===== config.mk =====
export PLATFORM = sky130hd
export DESIGN_NAME = fft_spectrum_reader
export DESIGN_NICKNAME = d
export VERILOG_FILES = /design/src/rtl/fft_spectrum_reader.sv
export SDC_FILE = /design/constraint.sdc
export NUM_CORES = 2
export LEC_CHECK = 0
export BUFFER_PORTS_ARGS = -buffer_cell sky130_fd_sc_hd__buf_2
export CORE_UTILIZATION = 47
export CTS_CLUSTER_DIAMETER = 50
export DETAILED_ROUTE_END_ITERATION = 10
export SYNTH_ARGS = -nofsm -noshare
export SYNTH_HDL_FRONTEND = slang
export SYNTH_SLANG_ARGS = --single-unit

===== constraint.sdc =====
create_clock -name clk -period 13.6 [get_ports clk]
set_input_delay 0.68 -clock clk [delete_from_list [all_inputs] [get_ports clk]]
set_output_delay 0.68 -clock clk [all_outputs]
set_load 0.01 [all_outputs]

===== src/rtl/fft_spectrum_reader.sv =====
// Post-FFT spectrum sweeper: reads a bin range over the DMA bus, streams re^2+im^2 with index/last/exponent.
// Optional running-peak outputs are compiled in when FFT_SPECTRUM_PEAK_EN is defined.
module fft_spectrum_reader #(
   parameter  int FFT_LENGTH = 1024,
   parameter  int FFT_DW     = 16,
   parameter  int BIN_START  = 0,
   parameter  int NUM_BINS   = 512,
   parameter  int RAM_LAT    = 1,
   parameter  int FIFO_DEPTH = 4,
   localparam int FFT_N      = $clog2(FFT_LENGTH),
   localparam int MAG_W      = 2*FFT_DW+1
) (
   input  logic                     clk,
   input  logic                     reset,
   input  logic                     done_fft,
   input  logic [7:0]               bfpexp_i,
   output logic                     dmaact,
   output logic [FFT_N-1:0]         dmaa,
   input  logic signed [FFT_DW-1:0] dmadr_real,
   input  logic signed [FFT_DW-1:0] dmadr_imag,
   output logic                     mag_valid,
   input  logic                     mag_ready,
   output logic [MAG_W-1:0]         mag_data,
   output logic [FFT_N-1:0]         mag_index,
   output logic                     mag_last,
   output logic [7:0]               mag_bfpexp,
   output logic                     busy,
   output logic                     frame_done
`ifdef FFT_SPECTRUM_PEAK_EN
   ,
   output logic [MAG_W-1:0]         peak_mag,
   output logic [FFT_N-1:0]         peak_index,
   output logic                     peak_valid
`endif
);

   localparam int PTR_W = $clog2(FIFO_DEPTH);
   localparam int CNT_W = $clog2(FIFO_DEPTH+1);
   localparam int SQ_W  = 2*FFT_DW;
   localparam int EW    = MAG_W + FFT_N + 1;
   localparam logic [FFT_N-1:0] START_ADDR = FFT_N'(BIN_START);
   localparam logic [FFT_N-1:0] LAST_ADDR  = FFT_N'(BIN_START + NUM_BINS - 1);

   typedef enum logic [1:0] {S_IDLE, S_SWEEP, S_DRAIN, S_DONE} state_t;

   state_t           r_state, w_state_next;
   logic [FFT_N-1:0] r_addr;
   logic             r_armed;
   logic [7:0]       r_bfpexp;
   logic [CNT_W-1:0] r_inflight;
   logic [CNT_W-1:0] r_mem_cnt;
   logic [PTR_W-1:0] r_rd_ptr, r_wr_ptr;
   logic             r_out_valid;
   logic [EW-1:0]    r_out;
   logic [EW-1:0]    r_mem [FIFO_DEPTH];

   logic             r_lat_vld [RAM_LAT];
   logic [FFT_N-1:0] r_lat_idx [RAM_LAT];
   logic             r_sq_vld, r_sum_vld;
   logic [SQ_W-1:0]  r_sq_re, r_sq_im;
   logic [FFT_N-1:0] r_sq_idx, r_sum_idx;
   logic [MAG_W-1:0] r_sum;

   logic             w_pop, w_wr, w_issue, w_start, w_full;
   logic             w_load, w_from_mem, w_bypass, w_mem_wr;
   logic [CNT_W-1:0] w_total;
   logic [CNT_W:0]   w_credit;
   logic [EW-1:0]    w_wdata;
   logic signed [SQ_W-1:0] w_re_ext, w_im_ext;

   assign w_pop   = r_out_valid && mag_ready;
   assign w_wr    = r_sum_vld;
   assign w_total = r_mem_cnt + CNT_W'(r_out_valid);
   assign w_full  = (w_total == CNT_W'(FIFO_DEPTH));
   // A beat leaving this cycle frees its slot now; occupancy+in-flight never exceeds the depth.
   assign w_credit = (CNT_W+1)'(FIFO_DEPTH) - {1'b0, w_total} + {{CNT_W{1'b0}}, w_pop};
   assign w_issue  = (r_state == S_SWEEP) && (w_credit > {1'b0, r_inflight});
   assign w_start  = (r_state == S_IDLE) && done_fft && r_armed;

   always_ff @(posedge clk) begin
      if (!reset) r_state <= S_IDLE;
      else        r_state <= w_state_next;
   end

   always_comb begin
      w_state_next = r_state;
      case (r_state)
         S_IDLE:  if (w_start) w_state_next = S_SWEEP;
         S_SWEEP: if (w_issue && r_addr == LAST_ADDR) w_state_next = S_DRAIN;
         S_DRAIN: if (r_inflight == '0 && w_total == CNT_W'(w_pop)) w_state_next = S_DONE;
         S_DONE:  w_state_next = S_IDLE;
         default: w_state_next = S_IDLE;
      endcase
   end

   always_ff @(posedge clk) begin
      if (!reset) begin
         r_addr     <= '0;
         r_armed    <= 1'b1;
         r_bfpexp   <= '0;
         r_inflight <= '0;
      end else begin
         if (w_start) begin
            r_addr   <= START_ADDR;
            r_bfpexp <= bfpexp_i;
            r_armed  <= 1'b0;
         end else if (r_state == S_IDLE && !done_fft) begin
            r_armed  <= 1'b1;
         end
         if (w_issue) r_addr <= r_addr + 1'b1;
         r_inflight <= r_inflight + CNT_W'(w_issue) - CNT_W'(w_wr);
      end
   end

   generate
      for (genvar gi = 0; gi < RAM_LAT; gi++) begin : g_lat
         if (gi == 0) begin : g_first
            always_ff @(posedge clk) begin
               if (!reset) r_lat_vld[gi] <= 1'b0;
               else        r_lat_vld[gi] <= w_issue;
               r_lat_idx[gi] <= r_addr;
            end
         end else begin : g_rest
            always_ff @(posedge clk) begin
               if (!reset) r_lat_vld[gi] <= 1'b0;
               else        r_lat_vld[gi] <= r_lat_vld[gi-1];
               r_lat_idx[gi] <= r_lat_idx[gi-1];
            end
         end
      end
   endgenerate

   assign w_re_ext = {{FFT_DW{dmadr_real[FFT_DW-1]}}, dmadr_real};
   assign w_im_ext = {{FFT_DW{dmadr_imag[FFT_DW-1]}}, dmadr_imag};

   always_ff @(posedge clk) begin
      if (!reset) begin
         r_sq_vld  <= 1'b0;
         r_sum_vld <= 1'b0;
      end else begin
         r_sq_vld  <= r_lat_vld[RAM_LAT-1];
         r_sum_vld <= r_sq_vld;
      end
      r_sq_re   <= w_re_ext * w_re_ext;
      r_sq_im   <= w_im_ext * w_im_ext;
      r_sq_idx  <= r_lat_idx[RAM_LAT-1];
      // Squares are non-negative, so zero extension keeps the full exact sum.
      r_sum     <= MAG_W'(r_sq_re) + MAG_W'(r_sq_im);
      r_sum_idx <= r_sq_idx;
   end

   assign w_wdata    = {(r_sum_idx == LAST_ADDR), r_sum_idx, r_sum};
   assign w_load     = !r_out_valid || w_pop;
   assign w_from_mem = w_load && (r_mem_cnt != '0);
   assign w_bypass   = w_load && (r_mem_cnt == '0) && w_wr;
   assign w_mem_wr   = w_wr && !w_bypass;

   always_ff @(posedge clk) begin
      if (w_mem_wr) r_mem[r_wr_ptr] <= w_wdata;
   end

   always_ff @(posedge clk) begin
      if (!reset) begin
         r_rd_ptr    <= '0;
         r_wr_ptr    <= '0;
         r_mem_cnt   <= '0;
         r_out_valid <= 1'b0;
         r_out       <= '0;
      end else begin
         if (w_load) begin
            if (w_from_mem) begin
               r_out       <= r_mem[r_rd_ptr];
               r_out_valid <= 1'b1;
               r_rd_ptr    <= r_rd_ptr + 1'b1;
            end else if (w_bypass) begin
               r_out       <= w_wdata;
               r_out_valid <= 1'b1;
            end else begin
               r_out_valid <= 1'b0;
            end
         end
         if (w_mem_wr) r_wr_ptr <= r_wr_ptr + 1'b1;
         r_mem_cnt <= r_mem_cnt + CNT_W'(w_mem_wr) - CNT_W'(w_from_mem);
      end
   end

   a_no_overflow: assert property (@(posedge clk) disable iff (!reset) !(w_wr && w_full && !w_pop));

   assign dmaact     = w_issue;
   assign dmaa       = r_addr;
   assign mag_valid  = r_out_valid;
   assign mag_data   = r_out[MAG_W-1:0];
   assign mag_index  = r_out[MAG_W +: FFT_N];
   assign mag_last   = r_out[EW-1];
   assign mag_bfpexp = r_bfpexp;
   assign busy       = (r_state == S_SWEEP) || (r_state == S_DRAIN);
   assign frame_done = (r_state == S_DONE);

`ifdef FFT_SPECTRUM_PEAK_EN
   logic r_peak_any;

   // Bins arrive in ascending order, so a strict compare keeps the lower index on ties.
   always_ff @(posedge clk) begin
      if (!reset) begin
         peak_mag   <= '0;
         peak_index <= '0;
         r_peak_any <= 1'b0;
      end else if (w_start) begin
         peak_mag   <= '0;
         peak_index <= '0;
         r_peak_any <= 1'b0;
      end else if (w_wr && (!r_peak_any || r_sum > peak_mag)) begin
         peak_mag   <= r_sum;
         peak_index <= r_sum_idx;
         r_peak_any <= 1'b1;
      end
   end

   assign peak_valid = (r_state == S_DONE);
`endif

endmodule


# == Word level (Yosys, flattened, before mapping) ==
# Memory sizes are Yosys's and may differ from the RTL's. A register that Yosys moved wholly into a read port is not among the register bits.
# Index checks and enable logic that the tools add are counted.
# totals
regBits,184
elab_cells,89
in_bits,44
mem_count,3
latch_bits,0
out_inout_bits,66
mem_bits_ro,0
ram_bits,187
# op_classes
order_cmp,1
reduce_logical,28
n_mux,20
mul,2
addsub,11
n_shift,0
n_div,0
eq_ne,9
n_bitwise,0
# memory_table
name,words,word_bits,rd,rd_ports_with_merged_regs,wr,line_no,rtl
r_mem,4,44,1,1,1,55,logic [EW-1:0] r_mem [FIFO_DEPTH];
r_lat_idx,1,10,1,1,1,58,logic [FFT_N-1:0] r_lat_idx [RAM_LAT];
r_lat_vld,1,1,1,1,1,57,logic r_lat_vld [RAM_LAT];
# ops
op,count
$mux W44,2
$mul A16 B16 Y32,2
$add A32 B32 Y33,1
$eq A10 B9 Y1 const B,2
$mux W10,2
$logic_and A1 B1 Y1,11
$add A10 B1 Y10 const B,1
$mux W1,10
$mux W2,5
$add A3 B1 Y3,3
$pmux W2 S4,1
$logic_not A3 Y1,2
$ne A2 B2 Y1 const B,3
$reduce_bool A2 Y1,3
$sub A3 B1 Y3,2
$add A2 B1 Y2 const B,2
$add A4 B1 Y4,1
$eq A2 B2 Y1 const B,2
$gt A4 B3 Y1,1
$logic_not A1 Y1,4
$reduce_and A2 Y1,2
$sub A3 B3 Y4 const A,1
$eq A3 B1 Y1,1
$reduce_and A3 Y1,1
5 further kinds,6

# == Depth between registers and ports, before layout ==
# depth
word_depth,8
depth_mapped,25

# == Worst setup path after synthesis ==
# OpenSTA, ideal clock, no wires.
# synth_timing
path_kind,input -> register
startpoint,in dmadr_real[15]
endpoint,reg r_sq_re[30]
cell_stages,21
required_time_ps,13465
setup_ps,135
slack_ps,6901
arrival_ps,6565
cell_sequence,clkbuf_1 -> inv_1 -> buf_1 -> nor2_1 -> fa_1 -> fa_1 -> fa_1 -> fa_1 -> fa_1 -> inv_1 -> fa_1 -> inv_1 -> ha_1 -> clkbuf_1 -> a21o_1 -> a21o_1 -> a21o_1 -> a2111oi_0 -> a21oi_1 -> a31oi_1 -> o211ai_1
# synth_between
elab_chain_len,1
# synth_rtl
item,line_no,rtl
from (decl),19,"input logic signed [FFT_DW-1:0] dmadr_real,"
$mul A16 B16 Y32,144,r_sq_re <= w_re_ext * w_re_ext;
to (signal assigned),144,
to (decl),60,"logic [SQ_W-1:0] r_sq_re, r_sq_im;"
# Every way passes these cells.
# A chain may end at the register's enable or synchronous reset.

# == Worst setup path after layout ==
# layout_timing
startpoint,in dmadr_imag[15]
endpoint,reg r_sq_im[31]
# layout_between
elab_chain_len,1
# layout_rtl
item,line_no,rtl
from (decl),20,"input logic signed [FFT_DW-1:0] dmadr_imag,"
$mul A16 B16 Y32,145,r_sq_im <= w_im_ext * w_im_ext;
to (signal assigned),145,
to (decl),60,
# Every way passes these cells.

==> flow_summary.ini <==
[global_route]
grt_overflow = 0
grt_pass1_wl_um = 112000
track_usage_pct = 20.8
grt_max_degree = 48
antenna_found_initial = 0
grt_pass1_vias = 22093

[sta]
slew_violations = 0
finalSetupViolations = 0
rsz0062_at_grt = no
period_share_pct = 50.7
finClkSkew_ns = 0.0197
fmax_mhz = 145
tns_ns = 0
fin_crit_ns = 6.89
slew_headroom_pct = 42.2
hold_viol = 0
max_slew.worst_pin.slew_ns = 0.862

[status]
outcome = complete, no violations

[cts]
ctsHoldBuffers = 0
ctsHtreeMaxLevel = 2
cts_sinks = 382
numCtsBuffers = 42
clk_latency_ns = 0.57
clock_path_buffers = 3
worst_setup_hold_path_clk_slew_ns = 0.06
cts_root_buffer = clkbuf_16
ctsResizeCount = 0
cts_tree = built
postCtsSetupRepairBufs = 0

[detailed_routing]
ant_nets = 0
routed_wl_um = 68100
vias = 20280
dr.first_iter.drc_count = 962
vias_per_cell = 5.21
drt_pass1_iterations = 5
remaining_drc_errors = 0
wl_per_cell_um = 17.5

[final_layout]
fin_nets = 3741
area_growth_pct = 9.17
antenna_cells = 0
final_layout_size_suffix_gt1_share_pct = 8.75
fin_cells = 3892

[setup_path]
r2r_start = mag_valid
worst_path_most_repeated_cell = fa_1
crit_end = r_sq_im[31]
end_kind = flop
path_cells = buf_2 > clkinv_1 > nor2_1 > fa_1 > fa_1 > fa_1 > fa_1 > fa_1 > inv_1 > fa_1 > inv_1 > ha_1 > a21o_1 > a21oi_1 > o21ai_1 > a221oi_1 > o31ai_1 > a21oi_1 > xnor2_1
rr_worst_depth = 16
startpoint_type = primary input
cp_max_fo = 19
required_ns = 14.09
max_stage_delay_ns = 0.84
r2r_end = r_inflight[2]
crit_type = primary input to flop
crit_arrival_ns = 7.38
reg2reg_setup_slack_ns = 9.43
worst_path_max_delay_cell = fa_1
crit_start = dmadr_imag[15]

[placement]
gp_congestion = 0.849
dp.cells = 3814
hpwl_um = 52700
io_buffers = 109

[floorplan]
rows = 94
dieArea_sq_um = 68300
core_sq_um = 66200
die_w_um = 261
die_h_um = 261
initial_core_util_pct = 47.8
ios = 110

[synth]
synthDistinctLibCells = 72
synth_edf_count = 176
ys.flop_type = dfxtp_1
synth_top_area_cell = fa_1
yosysTopAreaCellShare_pct = 29.8
yosys_warnings = 0
syn_nets = 3665
ys_ff_latch = 382
ys_seq_area_share_pct = 29.7
avgSynthCellArea_sq_um = 10.8
async_reset_ff_share_pct = 0
mappedNetlistArea_sq_um = 31600
netlist_instances = 2918
yosys-top-cells-area = fa_1 30%, edfxtp_1 17%, dfxtp_1 13%, ha_1 9.2%, inv_1 7.7%

[flow_run]
cap_violations = 0

[hold_path]
min_path_type = flop to flop
==> metrics by stage <==
stage	area, sq um	hold WS (ns)	worst slack (ns)	utilization, %
after floorplan	31600	0.310	6.90	-
after global placement	33000	0.314	6.39	49.9
after detailed placement	33000	0.314	6.20	49.9
after CTS	34500	0.325	6.78	52.1
after global routing	34500	0.331	6.38	52.1
final	34500	0.326	6.71	52.1
==> worst min-delay path by stage <==
stage	from	endpoint	slack, ns	depth (start not counted)
floorplan	r_lat_idx[0][0]	r_sq_idx[0]	0.31	0
global placement	r_sq_idx[0]	r_sum_idx[0]	0.31	0
detailed placement	r_sq_idx[0]	r_sum_idx[0]	0.31	0
CTS	bfpexp_i[4]	mag_bfpexp[4]	0.32	3
global route	r_lat_idx[0][0]	r_sq_idx[0]	0.33	0
finish	r_sq_idx[8]	r_sum_idx[8]	0.33	0
==> registers in the layout, indices dropped and copies added (netlist names), 8 cells and up, named ones only <==
name	count
dmaa	10
mag_bfpexp	8
r_lat_idx	10
r_mem	176
r_out	44
r_sq_idx	10
r_sq_im	31
r_sq_re	31
r_sum	33
r_sum_idx	10
==> Yosys cell counts, drive strengths merged, types with 5 or more instances <==
library cell / count
or2: 5
and2: 79
a21o: 39
nand3b: 6
inv: 649
edfxtp: 176
a31oi: 5
o21ai: 51
nand4: 9
mux2i: 10
xnor2: 85
o221ai: 44
a31o: 8
nand3: 25
clkbuf: 81
nor2: 138
xor2: 32
a211oi: 10
buf: 7
fa: 471
nor3b: 9
dfxtp: 206
and3: 14
o21a: 7
nand2b: 9
nor3: 20
o21bai: 9
ha: 232
nor2b: 14
nand2: 240
a21oi: 125
mux4: 44
or3: 6
==> cell families (layout without fill, tap and decap cells) <==
kind of cell,Yosys count,after routing,synth area share [%]
compound gates,340,340,7.28
buf+inv,740,850,8.80
simple gates,582,582,8.49
mux,54,54,3.45
xor+xnor,117,117,3.24
fa+ha+maj,703,703,39.0
flops,382,382,29.7
==> metal layers <==
metal | share of wire, % | track usage (%) | up-vias
met4 | 2.1 | 4.99 | 0
li1 | - | - | 9449
met2 | 52 | 37.8 | 403
met5 | 0 | 0 | -
met3 | 3.6 | 2.20 | 95
met1 | 43 | 26.6 | 10333
==> placed cells by master, fill, tap and decap left out, types with 8 or more instances in the layout <==
cell / n
inv_1: 648
fa_1: 471
nand2_1: 240
ha_1: 232
dfxtp_1: 204
edfxtp_1: 176
nor2_1: 138
a21oi_1: 123
buf_2: 109
xnor2_1: 85
and2_1: 79
mux4_2: 44
clkbuf_16: 44
o221ai_1: 43
o21ai_0: 41
a21o_1: 39
xor2_1: 32
nand3_1: 25
nor3_1: 20
nor2b_1: 14
buf_4: 11
and3_1: 10
mux2i_1: 10
nand2b_1: 9
nand4_1: 9
o21bai_1: 9
a211oi_1: 9
a31o_2: 8
o21ai_1: 8
clkbuf_1: 8
==> final cells by class <==
cell class / count / area (sq um)
clock buffers: 55 / 1170
clock inverters: 23 / 337
fillers: 5836 / 31700
inverters: 652 / 2450
multi-input cells: 1796 / 19500
flip-flops and latches: 382 / 9410
well taps: 864 / 1080
repair buffers: 120 / 628
==> worst max-delay path: cells and delay by family <==
family	cells	cell delay (ns)
simple gates	1	0.40
buf+inv	4	0.99
xor+xnor	1	0.14
fa+ha+maj	7	3.77
compound gates	6	1.37
Power is left out: the tool's default activity adds up to more than one toggle a clock period on the data nets, which glitch-free logic cannot reach.
